$ cat config.mk
export PLATFORM = sky130hd
export DESIGN_NAME = du_controller
export DESIGN_NICKNAME = d
export VERILOG_FILES = /design/src/rtl/du_controller.sv
export SDC_FILE = /design/constraint.sdc
export NUM_CORES = 1
export LEC_CHECK = 0
export ABC_AREA = 1
export CAP_MARGIN = 5
export CORE_MARGIN = 5
export CORE_UTILIZATION = 54
export CTS_BUF_LIST = sky130_fd_sc_hd__clkbuf_2 sky130_fd_sc_hd__clkbuf_4 sky130_fd_sc_hd__clkbuf_8
export DETAILED_ROUTE_END_ITERATION = 8
export PLACE_DENSITY_LB_ADDON = 0.12
export SLEW_MARGIN = 20
export SYNTH_ARGS = -nofsm -noshare
export SYNTH_HDL_FRONTEND = slang
export SYNTH_SLANG_ARGS = --single-unit
$ cat constraint.sdc
create_clock -name clk -period 3 [get_ports clk]
set_clock_uncertainty 0.15 [all_clocks]
set_input_delay 0.9 -clock clk [delete_from_list [all_inputs] [get_ports clk]]
set_output_delay 0.9 -clock clk [all_outputs]
set_load 0.05 [all_outputs]
$ cat src/rtl/du_controller.sv
// Debug-unit controller: UART command protocol driving CPU run/step,
// program load and register/memory dump sequencing.
module du_controller #(
    parameter int NB_INSTRUCTION = 32,
    parameter int NB_UART_DATA = 8,
    parameter int NB_COUNTER = 32,
    parameter int HEARTBEAT_TICKS = 99_999_999,
    parameter int TIMEOUT_TICKS = 199_999_999,
    parameter logic [NB_INSTRUCTION-1:0] HALT_INSTR = 32'h1A1A1A1A,
    parameter int DRAIN_CYCLES = 3,
    parameter int STEP_GAP = 3,
    parameter int RST_CYCLES = 4
) (
    input  logic                      clk,
    input  logic                      i_rst,
    input  logic                      i_loader_done,
    input  logic                      i_send_regs_done,
    input  logic                      i_send_dmem_done,
    input  logic [NB_INSTRUCTION-1:0] i_instr,
    input  logic [NB_UART_DATA-1:0]   i_rx_data,
    input  logic                      i_rx_done,
    output logic                      o_cpu_en,
    output logic                      o_load_start,
    output logic                      o_send_regs_start,
    output logic                      o_send_dmem_start,
    output logic                      o_rst,
    output logic [1:0]                o_imem_rsize,
    output logic                      o_rd,
    output logic                      o_wr,
    output logic                      o_tx_start,
    output logic [NB_UART_DATA-1:0]   o_wdata
);

    typedef enum logic [3:0] {
        S_IDLE, S_LOAD, S_MODE, S_COUNT, S_RUN, S_DRAIN, S_STEP_EXEC,
        S_STEP_GAP, S_DUMP_REGS, S_DUMP_DMEM, S_HALTED, S_RESETTING
    } state_t;

    localparam logic [NB_UART_DATA-1:0] B_SOT   = NB_UART_DATA'(8'h01);
    localparam logic [NB_UART_DATA-1:0] B_ACK   = NB_UART_DATA'(8'h05);
    localparam logic [NB_UART_DATA-1:0] B_NAK   = NB_UART_DATA'(8'h15);
    localparam logic [NB_UART_DATA-1:0] B_CAN   = NB_UART_DATA'(8'h18);
    localparam logic [NB_UART_DATA-1:0] B_CONT  = NB_UART_DATA'(8'h01);
    localparam logic [NB_UART_DATA-1:0] B_STEP  = NB_UART_DATA'(8'h02);
    localparam logic [NB_UART_DATA-1:0] B_MULTI = NB_UART_DATA'(8'h03);
    localparam logic [NB_UART_DATA-1:0] B_RSTRT = NB_UART_DATA'(8'h02);
    localparam logic [NB_UART_DATA-1:0] B_HB_MD = NB_UART_DATA'(8'h2A);
    localparam logic [NB_UART_DATA-1:0] B_HB_HL = NB_UART_DATA'(8'h30);
    localparam logic [NB_UART_DATA-1:0] ONE_B   = NB_UART_DATA'(1);

    localparam logic [NB_COUNTER-1:0] HB_LIM  = NB_COUNTER'(HEARTBEAT_TICKS);
    localparam logic [NB_COUNTER-1:0] TO_LIM  = NB_COUNTER'(TIMEOUT_TICKS);
    localparam logic [NB_COUNTER-1:0] DR_LAST = NB_COUNTER'(DRAIN_CYCLES - 1);
    localparam logic [NB_COUNTER-1:0] GP_LAST = NB_COUNTER'(STEP_GAP - 1);
    localparam logic [NB_COUNTER-1:0] RS_LAST = NB_COUNTER'(RST_CYCLES - 1);
    localparam logic [NB_COUNTER-1:0] C_ONE   = NB_COUNTER'(1);
    localparam logic [7:0]            PH_MAX  = 8'(DRAIN_CYCLES);

    state_t                  state_q, state_d;
    logic [NB_COUNTER-1:0]   hb_q, hb_d;
    logic [NB_COUNTER-1:0]   wd_q, wd_d;
    logic [NB_COUNTER-1:0]   cyc_q, cyc_d;
    logic [NB_UART_DATA-1:0] steps_q, steps_d;
    logic [7:0]              post_q, post_d;
    logic                    halt_seen_q, halt_seen_d;
    logic                    step_mode_q, step_mode_d;

    logic                    tx_proto;
    logic                    tx_evt;
    logic [NB_UART_DATA-1:0] tx_byte;
    logic                    hb_hit, wd_hit, halt_now, mode_cmd;

    assign hb_hit   = (hb_q == HB_LIM);
    assign wd_hit   = (wd_q == TO_LIM);
    assign halt_now = (i_instr == HALT_INSTR);
    assign mode_cmd = (i_rx_data == B_CONT) || (i_rx_data == B_STEP)
                   || (i_rx_data == B_MULTI) || (i_rx_data == B_CAN);

    always_ff @(posedge clk) begin
        if (i_rst) begin
            state_q     <= S_IDLE;
            hb_q        <= '0;
            wd_q        <= '0;
            cyc_q       <= '0;
            steps_q     <= '0;
            post_q      <= '0;
            halt_seen_q <= 1'b0;
            step_mode_q <= 1'b0;
        end else begin
            state_q     <= state_d;
            hb_q        <= hb_d;
            wd_q        <= wd_d;
            cyc_q       <= cyc_d;
            steps_q     <= steps_d;
            post_q      <= post_d;
            halt_seen_q <= halt_seen_d;
            step_mode_q <= step_mode_d;
        end
    end

    always_comb begin
        state_d     = state_q;
        steps_d     = steps_q;
        post_d      = post_q;
        halt_seen_d = halt_seen_q;
        step_mode_d = step_mode_q;
        case (state_q)
            S_IDLE: if (i_rx_done && i_rx_data == B_SOT) state_d = S_LOAD;
            S_LOAD: begin
                if (i_loader_done) state_d = S_MODE;
                else if (wd_hit)   state_d = S_IDLE;
            end
            S_MODE: if (i_rx_done) begin
                if (i_rx_data == B_CONT) begin
                    state_d     = S_RUN;
                    step_mode_d = 1'b0;
                end else if (i_rx_data == B_STEP) begin
                    state_d     = S_STEP_EXEC;
                    steps_d     = ONE_B;
                    step_mode_d = 1'b1;
                end else if (i_rx_data == B_MULTI) begin
                    state_d = S_COUNT;
                end else if (i_rx_data == B_CAN) begin
                    state_d = S_IDLE;
                end
            end
            S_COUNT: if (i_rx_done) begin
                steps_d     = (i_rx_data == '0) ? ONE_B : i_rx_data;
                step_mode_d = 1'b1;
                state_d     = S_STEP_EXEC;
            end
            S_RUN: begin
                if (halt_now) begin
                    halt_seen_d = 1'b1;
                    state_d     = S_DRAIN;
                end else if (i_rx_done && i_rx_data == B_CAN) begin
                    state_d = S_DRAIN;
                end
            end
            S_DRAIN: if (cyc_q == DR_LAST) state_d = S_DUMP_REGS;
            S_STEP_EXEC: begin
                if (halt_now) halt_seen_d = 1'b1;
                if (halt_seen_q && post_q != PH_MAX) post_d = post_q + 8'd1;
                state_d = S_STEP_GAP;
            end
            S_STEP_GAP: if (cyc_q == GP_LAST) begin
                steps_d = steps_q - ONE_B;
                // steps_q <= 1 covers a zero count that would otherwise wrap
                if (steps_q <= ONE_B || post_q == PH_MAX) state_d = S_DUMP_REGS;
                else state_d = S_STEP_EXEC;
            end
            S_DUMP_REGS: begin
                if (i_send_regs_done) state_d = S_DUMP_DMEM;
                else if (wd_hit)      state_d = S_HALTED;
            end
            S_DUMP_DMEM: begin
                if (i_send_dmem_done)
                    state_d = (!step_mode_q || post_q == PH_MAX) ? S_HALTED : S_MODE;
                else if (wd_hit)
                    state_d = S_HALTED;
            end
            S_HALTED: if (i_rx_done && i_rx_data == B_RSTRT) state_d = S_RESETTING;
            S_RESETTING: if (cyc_q == RS_LAST) begin
                halt_seen_d = 1'b0;
                post_d      = '0;
                step_mode_d = 1'b0;
                steps_d     = '0;
                state_d     = S_IDLE;
            end
            default: state_d = S_IDLE;
        endcase

        hb_d = '0;
        if (state_d == state_q && !tx_proto && !hb_hit
            && (state_q == S_IDLE || state_q == S_MODE || state_q == S_HALTED))
            hb_d = hb_q + C_ONE;
        wd_d = '0;
        if (state_d == state_q && (state_q == S_LOAD
            || state_q == S_DUMP_REGS || state_q == S_DUMP_DMEM))
            wd_d = wd_q + C_ONE;
        cyc_d = '0;
        if (state_d == state_q && (state_q == S_DRAIN
            || state_q == S_STEP_GAP || state_q == S_RESETTING))
            cyc_d = cyc_q + C_ONE;
    end

    always_comb begin
        o_cpu_en          = 1'b0;
        o_load_start      = 1'b0;
        o_send_regs_start = 1'b0;
        o_send_dmem_start = 1'b0;
        o_rst             = 1'b0;
        o_imem_rsize      = 2'b00;
        o_rd              = 1'b0;
        tx_proto          = 1'b0;
        tx_evt            = 1'b0;
        tx_byte           = '0;
        case (state_q)
            S_IDLE: begin
                o_rd = i_rx_done;
                if (hb_hit) begin
                    tx_evt  = 1'b1;
                    tx_byte = B_NAK;
                end
            end
            S_LOAD: begin
                o_load_start = 1'b1;
                if (i_loader_done) begin
                    tx_proto = 1'b1;
                    tx_byte  = B_ACK;
                end else if (wd_hit) begin
                    tx_proto = 1'b1;
                    tx_byte  = B_NAK;
                end
            end
            S_MODE: begin
                o_rd = i_rx_done;
                if (i_rx_done && !mode_cmd) begin
                    tx_proto = 1'b1;
                    tx_byte  = B_NAK;
                end else if (hb_hit) begin
                    tx_evt  = 1'b1;
                    tx_byte = B_HB_MD;
                end
            end
            S_COUNT: o_rd = i_rx_done;
            S_RUN: begin
                o_cpu_en     = 1'b1;
                o_imem_rsize = 2'b11;
                o_rd         = i_rx_done && !halt_now;
            end
            S_DRAIN, S_STEP_EXEC: begin
                o_cpu_en     = 1'b1;
                o_imem_rsize = 2'b11;
            end
            S_STEP_GAP: o_imem_rsize = 2'b11;
            S_DUMP_REGS: begin
                o_send_regs_start = 1'b1;
                if (!i_send_regs_done && wd_hit) begin
                    tx_proto = 1'b1;
                    tx_byte  = B_NAK;
                end
            end
            S_DUMP_DMEM: begin
                o_send_dmem_start = 1'b1;
                if (!i_send_dmem_done && wd_hit) begin
                    tx_proto = 1'b1;
                    tx_byte  = B_NAK;
                end
            end
            S_HALTED: begin
                o_rd = i_rx_done;
                if (hb_hit) begin
                    tx_evt  = 1'b1;
                    tx_byte = B_HB_HL;
                end
            end
            S_RESETTING: o_rst = 1'b1;
            default: ;
        endcase
        o_wr       = tx_evt || tx_proto;
        o_tx_start = tx_evt || tx_proto;
        o_wdata    = tx_byte;
    end

endmodule

Yosys cells after proc, flatten, opt, wreduce, memory -nomap -nowiden:

Cells that the tools add are included.

* bits in registers: 118
* input bits: 46
* output and inout port bits: 18
* logic and storage cells: 163

* add/sub/neg operators: 5
* magnitude comparators: 1
* equality and inequality tests: 32
* multiplexer cells: 64
* bitwise operators: 3
* reductions and logical operators: 50

Operators by type and width (number)
* $add A32 B1 Y32 const B: 3
* $mux W4: 20
* $eq A32 B2 Y1 const B: 2
* $mux W8: 8
* $pmux W4 S12: 1
* $pmux W6 S6: 1
* $eq A32 B27 Y1 const B: 1
* $eq A32 B28 Y1 const B: 1
* $eq A32 B29 Y1 const B: 1
* $pmux W8 S4: 1
* $mux W5: 5
* $eq A8 B2 Y1 const B: 3
* $mux W1: 18
* $mux W6: 3
* $eq A4 B3 Y1 const B: 4
* $eq A4 B4 Y1 const B: 4
* $pmux W8 S2: 1
* $ne A2 B2 Y1 const B: 7
* $logic_and A1 B1 Y1: 13
* $logic_or A1 B1 Y1: 12
* $reduce_or A2 Y1: 5
* $add A8 B1 Y8 const B: 1
* $eq A4 B2 Y1 const B: 2
* $eq A8 B1 Y1 const B: 1
* other kinds (24): 37

Depth between registers and ports, before layout:

* depth in word-level cells: 14
* depth in mapped cells: 16
* mapped depth without buffers: 15

Worst setup path after synthesis:

OpenSTA, ideal clock, no wires.

* kind: input to output
* start: input port i_rx_data[7]
* end: output port o_wr
* arrival time: 3645 ps
* required time: 1950 ps
* setup slack: -1695 ps
* stages: 9
* buffers on the path: 1
* cell sequence: nor2_1 -> nand2_1 -> nor2_1 -> nor2_1 -> nand3_1 -> nor2_1 -> nor3_1 -> nand3b_1 -> buf_4

* word-level cells in the longest chain between the ends: 9
* elaborated cells between the ends (all ways): 14
* those cells by class: eq/ne: 4; mux: 4; reduce/logical: 6

Ends and longest elaborated chain
* start, declared: line 20 `input logic [NB_UART_DATA-1:0] i_rx_data,`
* $eq A8 B1 Y1 / $eq A8 B2 Y1 (equally long branches): line 76 `assign mode_cmd = (i_rx_data == B_CONT) || (i_rx_data == B_STEP)`
* $logic_or A1 B1 Y1: line 76
* $logic_or A1 B1 Y1: line 77 `|| (i_rx_data == B_MULTI) || (i_rx_data == B_CAN);`
* $logic_or A1 B1 Y1 (*): line 77
* $logic_not A1 Y1 (*): line 218 `if (i_rx_done && !mode_cmd) begin`
* $logic_and A1 B1 Y1 (*): line 218
* $mux W1: line 218
* $pmux W1 S4 / $pmux W1 S2 (equally long branches): line 198 `case (state_q)`
* $logic_or A1 B1 Y1 (*)
* end, declared: line 29 `output logic o_wr,`

Mark *: on every way between the ends. The rest lies on a longest branch, timed or not.

Worst setup path after layout:

* start: input port i_rx_data[2]
* end: output port o_tx_start

* word-level cells in the longest chain between the ends: 9
* elaborated cells between the ends (all ways): 14
* those cells by class: eq/ne: 4; mux: 4; reduce/logical: 6

Ends and longest elaborated chain
* $eq A8 B1 Y1 / $eq A8 B2 Y1 (equally long branches): line 76
* $logic_or A1 B1 Y1: line 76
* $logic_or A1 B1 Y1: line 77
* $logic_or A1 B1 Y1 (*): line 77
* $logic_not A1 Y1 (*): line 218
* $logic_and A1 B1 Y1 (*): line 218
* $mux W1: line 218
* $pmux W1 S4 / $pmux W1 S2 (equally long branches): line 198
* $logic_or A1 B1 Y1 (*): line 262 `o_tx_start = tx_evt || tx_proto;`
* end, declared: line 30 `output logic o_tx_start,`

Marked as above.

==> flow_metrics.env <==
export IMPL_status="complete, but fails checks"
export IMPL_failed_checks="negative setup slack"
export IMPL_finalWorstSetupSlack_ps=-273
export IMPL_grt_usage=0.219
export IMPL_busiest_layer="met2"
export IMPL_avgSynthCellArea_um2=6.66
export IMPL_area_growth_pct=26.8
export IMPL_clock_root_buffer="clkbuf_8"
export IMPL_r2r_cells=12
export IMPL_cts_buffers=17
export IMPL_cts_sinks=118
export IMPL_dieArea_um2=15400
export IMPL_dp_hpwl_um=11900
export IMPL_switching_share=0.222
export IMPL_layout_cells_non_filler=1370
export IMPL_reg2reg_to="hb_q[23]$_SDFF_PP0_"
export IMPL_clk_latency_ps=440
export IMPL_p_int_mw=2.52
export IMPL_required_ps=1950
export IMPL_setup_viol=9
export IMPL_netlist_area_leader_share=0.336
export IMPL_ctsHoldBuffers=0
export IMPL_wirelength_um=16100
export IMPL_ys_seq_area_frac=0.336
export IMPL_htreeDepth=4
export IMPL_rsz0062_at_grt="true"
export IMPL_grt_pass1_vias=6370
export IMPL_drv_slew=0
export IMPL_end_kind="output pin"
export IMPL_synth_edff_count=0
export IMPL_die_h_um=124
export IMPL_numPortBuffers=61
export IMPL_setup_worst_path_class="input pin to output pin"
export IMPL_seq_power_share=0.487
export IMPL_hold_class="register to register"
export IMPL_synthCells=1056
export IMPL_hold_viol_final=0
export IMPL_synth_area_leader_cell="dfxtp_1"
export IMPL_use_met3=0.0531
export IMPL_num_fill_cells=1129
export IMPL_fin_nets=1238
export IMPL_crit_path_top_delay_cell="buf_12"
export IMPL_ys_types=43
export IMPL_p_per_area_nw_per_um2=363
export IMPL_min_to="wd_q[0]$_SDFF_PP0_"
export IMPL_tns_ps=-1780
export IMPL_first_pass_iters=6
export IMPL_die_w_um=124
export IMPL_final_util=0.701
export IMPL_grt_start_max_net_pins=33
export IMPL_vdd_ir_drop_max_mv=0.335
export IMPL_antenna_found_initial=0
export IMPL_synth_most_common_cell="nand2_1"
export IMPL_syn_area_um2=7040
export IMPL_diodes=0
export IMPL_grt_pass1_wl_um=27400
export IMPL_post_place_ws_ps=-696
export IMPL_dp_cells=1327
export IMPL_cts_tree="done"
export IMPL_holdPathStages=1
export IMPL_fp_row_count=41
export IMPL_r2r_start="post_q[1]$_SDFFE_PP0P_"
export IMPL_drive_above_1_share=0.249
export IMPL_crit_path_start_kind="input pin"
export IMPL_synthFlopType="dfxtp_1"
export IMPL_async_reset_ff_frac=0
export IMPL_drc=0
export IMPL_cp_arrival_ps=2220
export IMPL_p_clk_frac=0.468
export IMPL_dr_total_vias=6672
export IMPL_r2r_slack_ps=550
export IMPL_viasPerCell=4.87
export IMPL_period_minus_slack_ps=3270
export IMPL_use_met2=0.370
export IMPL_synth_commonest_cells="nand2_1 (211), nor2_1 (181), inv_1 (166)"
export IMPL_p_leak_nw=3.61
export IMPL_fin_crit_sh=1.09
export IMPL_grt_ovfl_total=0
export IMPL_path_cells="buf_2 -> nor2_4 -> nand3_2 -> nor2_4 -> nor2_4 -> nand3_2 -> nor2_4 -> nand2_2 -> nand2_2 -> inv_2 -> nand3b_1 -> buf_12"
export IMPL_switchingPower_mw=0.718
export IMPL_p_comb_frac=0.045
export IMPL_wl_per_cell_um=11.7
export IMPL_yosys_warnings=0
export IMPL_hp_start="wd_q[0]$_SDFF_PP0_"
export IMPL_max_cap_violations=0
export IMPL_critPathMaxFanout=4
export IMPL_placed_area_um2=8360
export IMPL_ys_seq_elements=118
export IMPL_drt_iter0_markers=539
export IMPL_clk_pin_slew_worst_paths_ps=70
export IMPL_gp_congestion=0.950
export IMPL_core_um2=12700
export IMPL_ant_nets=0
export IMPL_slowest_delay_ps=230
export IMPL_initial_core_util=0.553
export IMPL_synth_area_leaders="dfxtp_1 (34%), nand2_1 (11%), nor2_1 (9.7%)"
export IMPL_final_area_um2=8920
export IMPL_use_met1=0.274
export IMPL_fmax_mhz=306
export IMPL_cp_common_cell="nor2_4"
export IMPL_clk_path_buf_depth=2
export IMPL_io_pins=64
==> power by group through the flow <==
stage	registers [mW]	clock network, mW	logic [mW]
6_report	1.57	1.52	0.147
5_1_grt	1.57	1.62	0.162
4_1_cts	1.57	1.55	0.142
3_5_place_dp	1.61	0	0.153
3_3_place_gp	1.61	0	0.151
2_1_floorplan	1.61	0	0.0634
==> cells in the final DEF (no fill, tap or decap), drive strengths merged, types with 3 or more instances in the layout <==
| master | n |
|---|---|
| inv | 173 |
| ha | 7 |
| a21oi | 33 |
| clkdlybuf4s50 | 3 |
| o22ai | 4 |
| o21ai | 25 |
| clkbuf | 31 |
| nor4 | 7 |
| buf | 116 |
| nor3 | 37 |
| xor2 | 59 |
| nand3 | 59 |
| nor2 | 228 |
| nand2 | 220 |
| nor3b | 10 |
| xnor2 | 19 |
| clkinvlp | 3 |
| dfxtp | 118 |
| nand4 | 22 |
==> per-layer routing <==
| layer | share of wire | up-vias |
|---|---|---|
| li1 | - | 3541 |
| met1 | 0.46 | 2953 |
| met2 | 0.47 | 146 |
| met3 | 0.043 | 32 |
| met4 | 0.022 | 0 |
| met5 | 0 | - |
==> critical path: cells and delay by family <==
family / cells / cell delay [ps]
buf+inv: 3 / 420
simple gates: 9 / 910
==> state kept, by name (all words and copies together) (netlist names) <==
register / count
cyc_q: 32
hb_q: 32
wd_q: 32
post_q: 8
steps_q: 8
state_q: 4
halt_seen_q: 1
step_mode_q: 1
==> stage by stage <==
stage | power [mW] | hold slack, ps
floorplan | 1.67 | 268
global placement | 1.76 | 282
detailed placement | 1.76 | 306
CTS | 3.26 | 318
global route | 3.35 | 293
finish | 3.24 | 282
==> logic make-up (layout without fill, tap and decap cells) <==
family	after synthesis	count (layout)	share of synthesized area
AND/OR/NAND/NOR	588	588	0.383
buffers and inverters	191	332	0.113
flip-flops	118	118	0.336
XOR/XNOR	78	78	0.0971
AO/OA/AOI/OAI	73	73	0.0587
adder cells (fa/ha/maj)	7	7	0.0124
other	1	2	0.000533
==> worst max-delay path by stage <==
stage                   startpoint  slack (ps)    endpoint
6_report              i_rx_data[2]        -270  o_tx_start
3_5_place_dp          i_rx_data[1]        -700  o_tx_start
2_1_floorplan         i_rx_data[2]        -800        o_wr
4_1_cts        hb_q[23]$_SDFF_PP0_        -290  o_tx_start
3_3_place_gp          i_rx_data[7]        -660  o_tx_start
5_1_grt        hb_q[26]$_SDFF_PP0_        -390  o_tx_start
==> area by class of cell <==
| class | instances | area, µm² | share of cell area |
|---|---|---|---|
| sequential | 118 | 2370 | 0.266 |
| inverter | 173 | 649 | 0.0728 |
| multi-input combinational | 748 | 4150 | 0.465 |
| clock inverter | 7 | 92.6 | 0.0104 |
| timing repair buffer | 127 | 1120 | 0.125 |
| tap | 172 | 215 | 0.0241 |
| clock buffer | 25 | 325 | 0.0365 |
==> what timing repair did <==
item / 4_1_cts / 5_1_grt
setup endpoints to repair: 9 / 9
pin swaps: 52 / 29
cloned: 0 / 0
setup buffers: 11 / 1
resized for setup: 183 / 28
hold endpoints to repair: 0 / 0
(Power assumes the default switching activity.)
